## config.mk

```make
export PLATFORM = sky130hd
export DESIGN_NAME = para_core_array
export DESIGN_NICKNAME = d
export VERILOG_FILES = /design/src/rtl/para_pkg.sv /design/src/rtl/para_core.sv /design/src/rtl/para_core_array.sv
export SDC_FILE = /design/constraint.sdc
export NUM_CORES = 1
export LEC_CHECK = 0
export BUFFER_PORTS_ARGS = -buffer_cell sky130_fd_sc_hd__buf_2
export CAP_MARGIN = 20
export CELL_PAD_IN_SITES_DETAIL_PLACEMENT = 1
export CELL_PAD_IN_SITES_GLOBAL_PLACEMENT = 1
export CORE_MARGIN = 10
export CORE_UTILIZATION = 53
export CTS_CLUSTER_DIAMETER = 40
export DETAILED_ROUTE_END_ITERATION = 6
export HOLD_SLACK_MARGIN = 0.05
export PLACE_DENSITY_LB_ADDON = 0.08
export SLEW_MARGIN = 5
export SYNTH_ARGS = -nofsm -noshare
export SYNTH_HDL_FRONTEND = slang
export SYNTH_SLANG_ARGS = --single-unit
```

## constraint.sdc

```tcl
create_clock -name clk -period 8.7 [get_ports clk]
set_input_delay 1.305 -clock clk [delete_from_list [all_inputs] [get_ports clk]]
set_output_delay 1.305 -clock clk [all_outputs]
set_load 0.02 [all_outputs]
```

## src/rtl/para_pkg.sv

```systemverilog
// Shared definitions for the parallel accumulator core array.
// Opcodes, the field encodings that split opcode 7 into HALT/SYNC,
// and helpers that derive the instruction and core-select widths.
package para_pkg;

  localparam int OPCODE_W = 3;

  typedef enum logic [OPCODE_W-1:0] {
    OP_NOP = 3'd0,
    OP_LDI = 3'd1,
    OP_AND = 3'd2,
    OP_OR  = 3'd3,
    OP_XOR = 3'd4,
    OP_JMP = 3'd5,
    OP_JZ  = 3'd6,
    OP_SYS = 3'd7
  } opcode_e;

  // field[0] of an OP_SYS instruction selects between halt and barrier
  localparam logic FIELD_HALT = 1'b0;
  localparam logic FIELD_SYNC = 1'b1;

  function automatic int instr_w(input int pc_w);
    return OPCODE_W + pc_w;
  endfunction

  function automatic int core_idx_w(input int num_cores);
    return (num_cores <= 1) ? 1 : $clog2(num_cores);
  endfunction

endpackage

```

## src/rtl/para_core.sv

```systemverilog
// One 1-bit accumulator core: private program memory, PC, accumulator,
// halt flag and single-cycle decode/execute.
// Ports:
//   clk, rst        clock, asynchronous active-high reset (also clears memory)
//   restart         synchronous clear of pc/acc/halted, memory kept
//   run             1 = execute, 0 = hold all state
//   prog_we/addr/data  program write (read-before-write against current PC)
//   sync_release    array-wide barrier release, sampled while at SYNC
//   acc, halted, pc architectural state
//   at_sync         core is parked on a SYNC instruction
//   pc_req          core advances its PC on its own (not halted, not at SYNC);
//                   any asserted pc_req in the array blocks the barrier
module para_core
  import para_pkg::*;
#(
  parameter int PC_W    = 3,
  parameter int INSTR_W = instr_w(PC_W)
) (
  input  logic               clk,
  input  logic               rst,
  input  logic               restart,
  input  logic               run,
  input  logic               prog_we,
  input  logic [PC_W-1:0]    prog_addr,
  input  logic [INSTR_W-1:0] prog_data,
  input  logic               sync_release,
  output logic               acc,
  output logic               halted,
  output logic [PC_W-1:0]    pc,
  output logic               at_sync,
  output logic               pc_req
);

  localparam int DEPTH = 2 ** PC_W;

  logic [INSTR_W-1:0] mem [DEPTH];
  logic [INSTR_W-1:0] instr;
  opcode_e            opcode;
  logic [PC_W-1:0]    field;
  logic [PC_W-1:0]    pc_inc;
  logic [PC_W-1:0]    pc_nxt;
  logic               acc_nxt;
  logic               halted_nxt;
  logic               exec;

  // Combinational fetch: the instruction at pc executes on the coming edge.
  assign instr  = mem[pc];
  assign opcode = opcode_e'(instr[INSTR_W-1:PC_W]);
  assign field  = instr[PC_W-1:0];
  assign pc_inc = pc + PC_W'(1);   // wraps modulo 2**PC_W
  assign exec   = run & ~halted;

  assign at_sync = ~halted & (opcode == OP_SYS) & (field[0] == FIELD_SYNC);
  assign pc_req  = ~halted & ~at_sync;

  always_comb begin
    acc_nxt    = acc;
    pc_nxt     = pc;
    halted_nxt = halted;
    if (exec) begin
      case (opcode)
        OP_NOP: pc_nxt = pc_inc;
        OP_LDI: begin acc_nxt = field[0];         pc_nxt = pc_inc; end
        OP_AND: begin acc_nxt = acc & field[0];   pc_nxt = pc_inc; end
        OP_OR:  begin acc_nxt = acc | field[0];   pc_nxt = pc_inc; end
        OP_XOR: begin acc_nxt = acc ^ field[0];   pc_nxt = pc_inc; end
        OP_JMP: pc_nxt = field;
        OP_JZ:  pc_nxt = (acc == 1'b0) ? field : pc_inc;
        OP_SYS: begin
          if (field[0] == FIELD_SYNC) begin
            // parked until the whole array agrees to step past the barrier
            if (sync_release) pc_nxt = pc_inc;
          end else begin
            halted_nxt = 1'b1;
          end
        end
        default: ;
      endcase
    end
  end

  always_ff @(posedge clk or posedge rst) begin
    if (rst) begin
      pc     <= '0;
      acc    <= 1'b0;
      halted <= 1'b0;
    end else if (restart) begin
      pc     <= '0;
      acc    <= 1'b0;
      halted <= 1'b0;
    end else begin
      pc     <= pc_nxt;
      acc    <= acc_nxt;
      halted <= halted_nxt;
    end
  end

  // Writes land regardless of run/restart; the fetch above still sees the
  // old word on the write edge.
  always_ff @(posedge clk or posedge rst) begin
    if (rst) begin
      for (int i = 0; i < DEPTH; i++) mem[i] <= '0;
    end else if (prog_we) begin
      mem[prog_addr] <= prog_data;
    end
  end

endmodule

```

## src/rtl/para_core_array.sv

```systemverilog
// Array of NUM_CORES independent 1-bit accumulator cores with run/freeze,
// runtime program load, synchronous restart and a SYNC barrier.
// Ports:
//   clk, preset     clock, asynchronous active-high reset (clears memory too)
//   restart         synchronous restart of every core, memory kept
//   run             1 = cores execute, 0 = everything frozen
//   prog_we/core/addr/data  program write; out-of-range core index ignored
//   acc_out         accumulator per core (bit i = core i)
//   halted          halt flag per core
//   all_halted      AND of halted
//   pc_out          PCs packed, core i at [i*PC_W +: PC_W]
module para_core_array
  import para_pkg::*;
#(
  parameter int NUM_CORES  = 4,
  parameter int PC_W       = 3,
  parameter int CORE_IDX_W = core_idx_w(NUM_CORES),
  parameter int INSTR_W    = instr_w(PC_W)
) (
  input  logic                      clk,
  input  logic                      preset,
  input  logic                      restart,
  input  logic                      run,
  input  logic                      prog_we,
  input  logic [CORE_IDX_W-1:0]     prog_core,
  input  logic [PC_W-1:0]           prog_addr,
  input  logic [INSTR_W-1:0]        prog_data,
  output logic [NUM_CORES-1:0]      acc_out,
  output logic [NUM_CORES-1:0]      halted,
  output logic                      all_halted,
  output logic [NUM_CORES*PC_W-1:0] pc_out
);

  logic [NUM_CORES-1:0] at_sync;
  logic [NUM_CORES-1:0] pc_req;
  logic                 sync_release;

  // Barrier opens once nobody is still stepping on its own (every core is
  // halted or parked) and somebody is actually parked.
  assign sync_release = run & (|at_sync) & ~(|pc_req);
  assign all_halted   = &halted;

  for (genvar i = 0; i < NUM_CORES; i++) begin : g_core
    para_core #(
      .PC_W    (PC_W),
      .INSTR_W (INSTR_W)
    ) u_core (
      .clk          (clk),
      .rst          (preset),
      .restart      (restart),
      .run          (run),
      .prog_we      (prog_we && (prog_core == CORE_IDX_W'(i))),
      .prog_addr    (prog_addr),
      .prog_data    (prog_data),
      .sync_release (sync_release),
      .acc          (acc_out[i]),
      .halted       (halted[i]),
      .pc           (pc_out[i*PC_W +: PC_W]),
      .at_sync      (at_sync[i]),
      .pc_req       (pc_req[i])
    );
  end

endmodule

```

==> run metrics, run 1 <==
initial core utilization 54.1%; Layout fillers 1833; relative slew slack 40.3%; Internal 2540 uW; DR DRC count 0; GRT Total Usage 20.3%; commonest non-fill, non-tap cells in the layout dfrtp_1, mux2_2, nand2_1, clkbuf_16, buf_2; Diodes inserted 0; WL/cell 24.3 um; Synth async-reset ratio 100%; clock transition at the registers of the reported paths 50 ps; Worst Hold Class reg -> reg; GPL Wtd Cong 0.787; multi-input logic area 4930 um^2; post-synthesis cell type count 63; final wirelength 26000 um; met3 Use GR 3.38%; Non-Filler Instances 1067; DRT iter0 DRCs 310; final setup fails 0; Critical Path Source Type flip-flop; Clock Latency Late Sink 500 ps; Setup crit end kind flip-flop; fmax 289 MHz; post-CTS sizing 0; CTS H-Tree Depth 2; most common cell after layout, fill and taps aside dfrtp_1; clk buf depth 3; Detail Placement HPWL 16800 um; main flop type after synthesis dfrtp_1; routed vias/inst 6.04; number of global-route vias before repair 7277; DR pass1 iterations 4; grt peak-use layer met2; Syn Inst Count 742; pre-CTS setup slack 5330 ps; launch point of the worst hold path g_core[3].u_core.mem[15]; P&R area growth vs syn 14.6%; Reg-to-Reg Start g_core[3].u_core.pc[0]; clock skew 14.9 ps; final hold violation count 0; Core ar. 19500 um^2; total CTS buffers 36; worst reg-to-reg path cell count 7; placed cells 1003; Worst VDD drop 180 uV; status completed; Worst-Margin Slew 895 ps; CP Class reg -> reg; Setup TNS 0 ps; critical path data required time 9110 ps; Min Hold Slack 494 ps; post-synthesis register bit count 212; RSZ-0062 raised after global routing false; setup bufs post-CTS 0; Comb pwr share 20.6%; Pwr Density 291 nW/um^2; Net Count, Synth 770; total number of vias 6443; Root Driver clkbuf_16; CTS tree built; PnR worst setup slack 5240 ps; Critical Path AT 3880 ps; post-synthesis sequential area ratio 50.2%; Sw Pwr 995 uW; die height 161 um; Die W 161 um; ratio of final minimum period to clock period 39.8%; MaxCap Viol Count 0; share of layout cells above drive strength 1 43.9%; DRT antenna net count 0; number of synthesized flops with an enable pin 0; met2 GRT Util 34.8%; first-pass GRT wire length 42100 um; die area 26000 um^2; clock network fraction of design power 41.5%; Ys Warns 0; Crit Path Max Fanout 16; Critical Path Source g_core[3].u_core.pc[0]; Post-CTS Hold Fix Bufs 0; Tmin final 3460 ps; Core Rows 51; Clock Sink Count 212; IO Count 37; Net Sw Frac 28.2%; Final Max Tran Viols 0; grt total ovfl 0; Sequential Area 5310 um^2; Avg Cell Area, Syn 14.2 um^2; antenna violations before repair 0; Final #Nets 805; Leakage 0.00543 uW; maximum number of pins on one net before global-route repair 150; Final Power 3530 uW; PortBufs 36; Hold Crit Depth 1; Post-Syn Area 10600 um^2; Flop pwr share 37.8%; GR Layer Usage met1 25.7%
==> state kept, by name, summed over array words and instances (netlist names) <==
| name | flops |
|---|---|
| g_core.u_core.pc | 12 |
| g_core.u_core.halted | 4 |
| g_core.u_core.mem | 192 |
| g_core.u_core.acc | 4 |
==> routing by layer <==
| layer | share of wire, % | up-vias |
|---|---|---|
| li1 | - | 2859 |
| met1 | 43 | 3406 |
| met2 | 50 | 128 |
| met3 | 3.7 | 50 |
| met4 | 2.4 | 0 |
| met5 | 0 | - |
==> through the flow <==
| stage | utilization, % | instance area [um^2] |
|---|---|---|
| floorplan | - | 10600 |
| global placement | 55.5 | 10800 |
| detailed placement | 55.5 | 10800 |
| CTS | 61.9 | 12100 |
| global route | 62.1 | 12100 |
| finish | 62.1 | 12100 |
==> cells in the mapped netlist, drive strengths merged, types with 2 or more instances <==
master,n,share of area [%]
nand3,6,0.28
a21oi,14,0.88
o41ai,3,0.25
inv,17,0.60
nor3b,8,0.57
a21o,2,0.14
o41a,2,0.21
a31oi,6,0.41
a2111oi,4,0.46
nand4,2,0.12
nand3b,9,0.64
nand2,41,1.5
nand2b,4,0.24
or3b,2,0.17
dfrtp,212,50
mux4,48,11
clkinv,2,0.083
buf,19,1.7
nor2b,4,0.24
a221oi,2,0.22
mux2i,22,2.4
nor2,34,1.2
o21ai,11,0.56
mux2,200,21
ha,12,1.4
clkbuf,22,0.78
nor4,2,0.12
nor3,11,0.52
a31o,5,0.41
==> cell families (layout without fill, tap and decap cells) <==
kind of cell	count (synthesis)	count (layout)	share of synthesized area, %
mux	270	270	34.6
flops	212	212	50.2
simple gates	130	130	6.21
buf+inv	60	120	3.21
compound gates	56	56	4.18
fa+ha+maj	12	12	1.42
xor+xnor	2	2	0.166
==> power groups by stage <==
stage               Clock [uW]  Combinational [uW]  Sequential (uW)
global placement             0                 682             1330
global route              1550                 801             1360
finish                    1470                 729             1340
CTS                       1500                 733             1340
detailed placement           0                 724             1350
floorplan                    0                 621             1280
==> cell type report <==
type                       count  share of cell area, %
clock inverter                18                   2.00
sequential                   212                   43.8
clock buffer                  45                   8.38
timing repair buffer          38                   1.78
multi-input combinational    470                   40.7
tap                          265                   2.74
inverter                      19                  0.661
==> path summary, 6_finish.rpt <==
kind | to | slack [ps]
worst max-delay path | g_core[3].u_core.pc[2] | 5240
worst min-delay path | g_core[3].u_core.mem[15] | 490
worst max register to register | g_core[3].u_core.pc[2] | 5240
worst min register to register | g_core[3].u_core.mem[15] | 490
max in group asynchronous | g_core[1].u_core.pc[0] | 6560
min in group asynchronous | g_core[1].u_core.mem[37] | 870
==> critical path, cell delays in order (launching register included) <==
cell     delay [ps]
dfrtp_1         870
mux4_1          640
mux2i_1         510
nor3b_1         110
a31oi_1         480
mux2_2          410
a31o_1          230
a21oi_1         140
(Power assumes the default switching activity.)
==> inputs of run 2 (changes only) <==
--- a/config.mk
+++ b/config.mk
@@ -5,12 +5,13 @@
 export SDC_FILE = /design/constraint.sdc
 export NUM_CORES = 1
 export LEC_CHECK = 0
+export ABC_AREA = 1
 export BUFFER_PORTS_ARGS = -buffer_cell sky130_fd_sc_hd__buf_2
 export CAP_MARGIN = 20
 export CELL_PAD_IN_SITES_DETAIL_PLACEMENT = 1
 export CELL_PAD_IN_SITES_GLOBAL_PLACEMENT = 1
 export CORE_MARGIN = 10
-export CORE_UTILIZATION = 53
+export CORE_UTILIZATION = 42
 export CTS_CLUSTER_DIAMETER = 40
 export DETAILED_ROUTE_END_ITERATION = 6
 export HOLD_SLACK_MARGIN = 0.05
==> constraint.sdc (replaced) <==
create_clock -name clk -period 2.85 [get_ports clk]
set_input_delay 0.4275 -clock clk [delete_from_list [all_inputs] [get_ports clk]]
set_output_delay 0.4275 -clock clk [all_outputs]
set_load 0.02 [all_outputs]
==> run metrics, run 2 <==
status completed (unchanged); CTS tree built (unchanged); post-synth top area share 48.2% (was 50.2%); Non-Filler Instances 1856 (was 1067); Pwr Density 1050 nW/um^2 (was 291 nW/um^2); post-synthesis register bit count 212 (unchanged); list of most frequent post-synthesis cells nand2_1, o21ai_0, dfrtp_1 (was dfrtp_1, mux2_2, nand2_1); Root Driver clkbuf_16 (unchanged); die height 182 um (was 161 um); Clock Sink Count 212 (unchanged); number of global-route vias before repair 10.4k (was 7277); final hold violation count 0 (unchanged); post-CTS sizing 0 (unchanged); WL/cell 18.5 um (was 24.3 um); Post-Syn Area 11000 um^2 (was 10600 um^2); PortBufs 36 (unchanged); slowest CP cell dfrtp_1 (unchanged); top flop regs g_core.u_core.mem: 192 flops, g_core.u_core.pc: 12 flops (unchanged); Final Power 13700 uW (was 3530 uW); Syn Inst Count 1454 (was 742); Core ar. 25900 um^2 (was 19500 um^2); Min Hold Slack 133 ps (was 494 ps); Worst VDD drop 549 uV (was 180 uV); Worst path most repeated cell nand2_1; clock transition at the registers of the reported paths 50 ps (about the same); first-pass GRT wire length 56800 um (was 42100 um); IO Count 37 (unchanged); total number of vias 9789 (was 6443); clk buf depth 3 (unchanged); DR DRC count 0 (unchanged); most common cell after layout, fill and taps aside nand2_1 (was dfrtp_1); post-synth top area cell dfrtp_1 (unchanged); Largest register FFs 192 (unchanged); relative slew slack 48.2% (was 40.3%); GRT Total Usage 20.9% (was 20.3%); Avg Cell Area, Syn 7.58 um^2 (was 14.2 um^2); main flop type after synthesis dfrtp_1 (unchanged); routed vias/inst 5.27 (was 6.04); Clock Latency Late Sink 530 ps (was 500 ps); initial core utilization 42.5% (was 54.1%); maximum number of pins on one net before global-route repair 95 (was 150); Layout fillers 3230 (was 1833); CP peak stage delay 670 ps (was 870 ps); Crit Path Max Fanout 13 (was 16); multi-input logic area 4850 um^2 (was 4930 um^2); MaxCap Viol Count 0 (unchanged); final setup fails 0 (unchanged); Critical Path AT 2840 ps (was 3880 ps); post-synthesis cell type count 40 (was 63); Largest Register g_core.u_core.mem (unchanged); Tmin final 2370 ps (was 3460 ps); Final #Nets 1516 (was 805); ratio of final minimum period to clock period 83.2% (was 39.8%); P&R area growth vs syn 18.5% (was 14.6%); CTS H-Tree Depth 2 (unchanged); DRT iter0 DRCs 632 (was 310); total CTS buffers 43 (was 36); Die W 182 um (was 161 um); share of layout cells above drive strength 1 13.9% (was 43.9%); Crit path max-delay family simple AND/OR/NAND/NOR gates (was multiplexers); die area 33100 um^2 (was 26000 um^2); CP Class reg -> reg (unchanged); Synth area leaders dfrtp_1, nand2_1, o21ai_0, nand3_1, nor2_1 (was dfrtp_1, mux2_2, mux4_2, mux4_1, ha_1); Synth async-reset ratio 100% (unchanged); final wirelength 34300 um (was 26000 um); Leakage 0.00633 uW (was 0.00543 uW); fmax 422 MHz (was 289 MHz); number of synthesized flops with an enable pin 0 (unchanged); Post-CTS Hold Fix Bufs 1 (was 0); clock skew 23.3 ps (was 14.9 ps); Critical Path Source Type flip-flop (unchanged); crit path cell chain inv_2 -> nand3_1 -> nand2_1 -> o21ai_1 -> nor2_1 -> nand3_1 -> nand2_1 -> nand2_1 -> inv_2 -> nand2_4 -> nand3_2 -> nand2_2 -> nand2_1 -> nand2_1 (was mux4_1 -> mux2i_1 -> nor3b_1 -> a31oi_1 -> mux2_2 -> a31o_1 -> a21oi_1); DRT antenna net count 0 (unchanged); Setup crit end kind flip-flop (unchanged); Detail Placement HPWL 22300 um (was 16800 um); Ys Warns 0 (unchanged); DR pass1 iterations 5 (was 4); antenna violations before repair 0 (unchanged); commonest non-fill, non-tap cells in the layout nand2_1, o21ai_0, dfrtp_1, nand3_1, nor2_1 (was dfrtp_1, mux2_2, nand2_1, clkbuf_16, buf_2); Diodes inserted 0 (unchanged); RSZ-0062 raised after global routing false (unchanged); most common cell in the netlist nand2_1 (was dfrtp_1); CP Buf/Inv Count 2 (was 0); Worst Hold Class in -> reg (was reg -> reg); Sequential Area 5310 um^2 (unchanged); placed cells 1777 (was 1003); Final Max Tran Viols 0 (unchanged); post-synthesis sequential area ratio 48.2% (was 50.2%); Core Rows 59 (was 51); Worst-Margin Slew 771 ps (was 895 ps); setup bufs post-CTS 0 (unchanged); GPL Wtd Cong 0.824 (was 0.787); Setup TNS 0 ps (unchanged); critical path data required time 3310 ps (was 9110 ps); grt total ovfl 0 (unchanged); Net Count, Synth 1482 (was 770)
[run 2: cell types whose count changed in the layout (fill, tap and decap cells not counted), moves of 29 or more]
| cell | change |
|---|---|
| nand2_1 | +443 |
| o21ai_0 | +226 |
| buf_4 | +40 |
| inv_1 | +69 |
| nor2_1 | +62 |
| mux2_2 | -199 |
| nand3_1 | +94 |
| mux4_2 | -29 |
[run 2: cell families (layout without fill, tap and decap cells)]
family | Yosys count | after routing | synth area share [%]
adders and majority gates | 12 | 12 | 1.36
and+or+nand+nor | 729 | 729 | 27.7
DFF | 212 | 212 | 48.2
AOI/OAI and AO/OA | 304 | 304 | 14.4
xor gates and xnor gates | 5 | 5 | 0.398
buffers and inverters | 192 | 259 | 7.94
[run 2: metrics by stage]
step	area (um^2)	setup slack, ps	utilization (%)
2_1_floorplan	11000	-334	-
3_3_place_gp	11500	551	44.4
3_5_place_dp	11500	476	44.4
4_1_cts	13100	473	50.4
5_1_grt	13100	219	50.4
6_report	13100	479	50.4
[run 2: routing by layer]
metal	global-route usage (%)	up-vias	routed length, um
li1	-	4761	-
met1	28.2	4819	16300
met2	34.3	156	16000
met3	3.90	53	1420
met4	4.49	0	586
met5	0	-	0
[run 2: worst register-to-register path, cell delays in order, from the launching register on]
cell	delay, ps
dfrtp_1	670
inv_2	230
nand3_1	140
nand2_1	80
o21ai_1	270
nor2_1	100
nand3_1	80
nand2_1	100
nand2_1	100
inv_2	40
nand2_4	110
nand3_2	120
nand2_2	130
nand2_1	50
nand2_1	90
[run 2: final timing paths]
path / cells after the start / start / slack (ps) / to
worst max-delay path: 14 / g_core[0].u_core.pc[1] / 480 / g_core[2].u_core.pc[2]
worst min-delay path: 3 / prog_data[4] / 130 / g_core[3].u_core.mem[16]
worst max register to register: 14 / g_core[0].u_core.pc[1] / 480 / g_core[2].u_core.pc[2]
worst min register to register: 2 / g_core[0].u_core.mem[20] / 480 / g_core[0].u_core.mem[20]
max in group asynchronous: 4 / preset / 1590 / g_core[3].u_core.mem[23]
min in group asynchronous: 3 / preset / 410 / g_core[2].u_core.mem[9]
[run 2: power by group]
group | internal [uW] | switching (uW)
clock network | 3580 | 1740
logic | 1380 | 2910
registers | 3610 | 466
[run 2: layout make-up]
cell class | count | area share, %
repair buffers | 81 | 4.28
clock buffers | 52 | 8.98
well taps | 335 | 3.21
multi-input cells | 1050 | 37.2
clock inverters | 26 | 2.73
flip-flops and latches | 212 | 40.7
inverters | 100 | 2.96
==> inputs of run 3 (changes only) <==
--- a/config.mk
+++ b/config.mk
@@ -11,7 +11,7 @@
 export CELL_PAD_IN_SITES_DETAIL_PLACEMENT = 1
 export CELL_PAD_IN_SITES_GLOBAL_PLACEMENT = 1
 export CORE_MARGIN = 10
-export CORE_UTILIZATION = 42
+export CORE_UTILIZATION = 47
 export CTS_CLUSTER_DIAMETER = 40
 export DETAILED_ROUTE_END_ITERATION = 6
 export HOLD_SLACK_MARGIN = 0.05
==> constraint.sdc (replaced) <==
create_clock -name clk -period 2.3 [get_ports clk]
set_input_delay 0.345 -clock clk [delete_from_list [all_inputs] [get_ports clk]]
set_output_delay 0.345 -clock clk [all_outputs]
set_load 0.02 [all_outputs]
==> run metrics, run 3 (synthesis gave the netlist of run 2 again) <==
Leakage 0.00642 uW (was 0.00633 uW); final hold violation count 0 (unchanged); relative slew slack 56.1% (was 48.2%); MaxCap Viol Count 0 (unchanged); Worst path most repeated cell nand2_1 (unchanged); PortBufs 36 (unchanged); commonest non-fill, non-tap cells in the layout nand2_1, o21ai_0, dfrtp_1, nand3_1, nor2_1 (unchanged); DRT antenna net count 0 (unchanged); Finished Cell Area 13200 um^2 (was 13100 um^2); PnR worst setup slack 98.6 ps (was 479 ps); DR DRC count 0 (unchanged); Clock Sink Count 212 (unchanged); Root Driver clkbuf_16 (unchanged); Worst VDD drop 582 uV (was 549 uV); total CTS buffers 36 (was 43); P&R area growth vs syn 20.2% (was 18.5%); Worst-Margin Slew 657 ps (was 771 ps); clk buf depth 3 (unchanged); routed vias/inst 5.47 (was 5.27); Critical Path AT 2590 ps (was 2840 ps); die area 30000 um^2 (was 33100 um^2); Setup crit end kind flip-flop (unchanged); pre-CTS setup slack 96.0 ps (was 476 ps); Critical Path Source g_core[0].u_core.pc[0] (was g_core[0].u_core.pc[1]); ratio of final minimum period to clock period 95.7% (was 83.2%); Tmin final 2200 ps (was 2370 ps); total number of vias 10.1k (was 9789); reg-to-reg setup timing slack 100 ps (was 480 ps); maximum number of pins on one net before global-route repair 68 (was 95); GRT Total Usage 23.2% (was 20.9%); final setup fails 0 (unchanged); Final Max Tran Viols 0 (unchanged); Clock Latency Late Sink 520 ps (was 530 ps); Reg-to-Reg Start g_core[0].u_core.pc[0] (was g_core[0].u_core.pc[1]); Detail Placement HPWL 23000 um (was 22300 um); Final #Nets 1543 (was 1516); WL/cell 19.2 um (was 18.5 um); top flop regs g_core.u_core.mem: 192 flops, g_core.u_core.pc: 12 flops (unchanged); CTS tree built (unchanged); Largest register FFs 192 (unchanged); Die W 173 um (was 182 um); first-pass GRT wire length 57600 um (was 56800 um); launch point of the worst hold path prog_data[2] (was prog_data[4]); Core ar. 22800 um^2 (was 25900 um^2); critical path data required time 2690 ps (was 3310 ps); number of global-route vias before repair 10.8k (was 10.4k); placed cells 1783 (was 1777); Non-Filler Instances 1854 (was 1856); IO Count 37 (unchanged); fmax 454 MHz (was 422 MHz); Min Hold Slack 78.3 ps (was 133 ps); share of layout cells above drive strength 1 16.2% (was 13.9%); CP peak stage delay 450 ps (was 670 ps); Critical Path Source Type flip-flop (unchanged); Largest Register g_core.u_core.mem (unchanged); most common cell after layout, fill and taps aside nand2_1 (unchanged); Pwr Density 1280 nW/um^2 (was 1050 nW/um^2); DRT iter0 DRCs 710 (was 632); Crit Path Max Fanout 15 (was 13); die height 173 um (was 182 um); Diodes inserted 0 (unchanged); DP Area 11700 um^2 (was 11500 um^2); slowest CP cell dfrtp_2 (was dfrtp_1); antenna violations before repair 0 (unchanged); initial core utilization 48.2% (was 42.5%); clock skew 21.7 ps (was 23.3 ps); CTS H-Tree Depth 2 (unchanged); final wirelength 35600 um (was 34300 um); DR pass1 iterations 5 (unchanged); clock transition at the registers of the reported paths 50 ps (about the same); GPL Wtd Cong 0.877 (was 0.824); crit path cell chain buf_6 -> nand2_1 -> nand3_1 -> nand2_1 -> o21ai_2 -> nor2_1 -> buf_4 -> nand2_1 -> nand2_2 -> o21ai_0 -> o21bai_1 -> o21ai_2 (was inv_2 -> nand3_1 -> nand2_1 -> o21ai_1 -> nor2_1 -> nand3_1 -> nand2_1 -> nand2_1 -> inv_2 -> nand2_4 -> nand3_2 -> nand2_2 -> nand2_1 -> nand2_1); Worst Hold Class in -> reg (unchanged); Final Power 16900 uW (was 13700 uW); grt total ovfl 0 (unchanged); status completed (unchanged); CP Class reg -> reg (unchanged); Core Rows 55 (was 59)
[run 3: critical path: cells and delay by family (launching register included)]
kind	cells	cell delay [ps]
compound gates	4	710
buf+inv	2	320
flops	1	450
simple gates	6	580
[run 3: worst paths after layout]
check                                      endpoint  cells past startpoint
setup reg to reg             g_core[0].u_core.pc[0]                     12
hold reg to reg             g_core[0].u_core.mem[2]                      2
hold / removal             g_core[3].u_core.mem[14]                      3
max in group asynchronous    g_core[0].u_core.pc[0]                      4
min in group asynchronous   g_core[2].u_core.mem[1]                      3
setup / recovery             g_core[0].u_core.pc[0]                     12
[run 3: report_power, final]
part	switching, uW	total [uW]	internal, uW
clock network	1970	5860	3890
registers	601	5090	4490
logic	3890	5960	2070
total	6460	16900	10400
[run 3: per-layer routing]
layer / track usage (%) / part of all wire, %
met1: 30.1 / 45
met4: 8.01 / 2.9
met5: 0 / 0
met3: 3.44 / 4.2
met2: 38.7 / 48
[run 3: cell type report]
cell class	instances	area [um^2]
fillers	2840	9610
flip-flops and latches	212	5310
multi-input cells	1050	4910
clock buffers	44	992
repair buffers	114	878
inverters	100	424
well taps	313	392
clock inverters	20	320
repair inverters	1	5.00
[run 3: repair_timing]
action | in CTS | in global routing
buffers inserted | 0 | 5
resized for setup | 0 | 42
hold buffers | 1 | 0
hold endpoints to repair | 6 | 0
endpoints found under the setup margin | 0 | 15
[run 3: metrics by stage]
| step | util [%] | TNS (ps) |
|---|---|---|
| global placement | 51.3 | 0 |
| detailed placement | 51.3 | 0 |
| floorplan | - | -169850 |
| global route | 57.9 | -114 |
| CTS | 57.1 | 0 |
| finish | 57.9 | 0 |
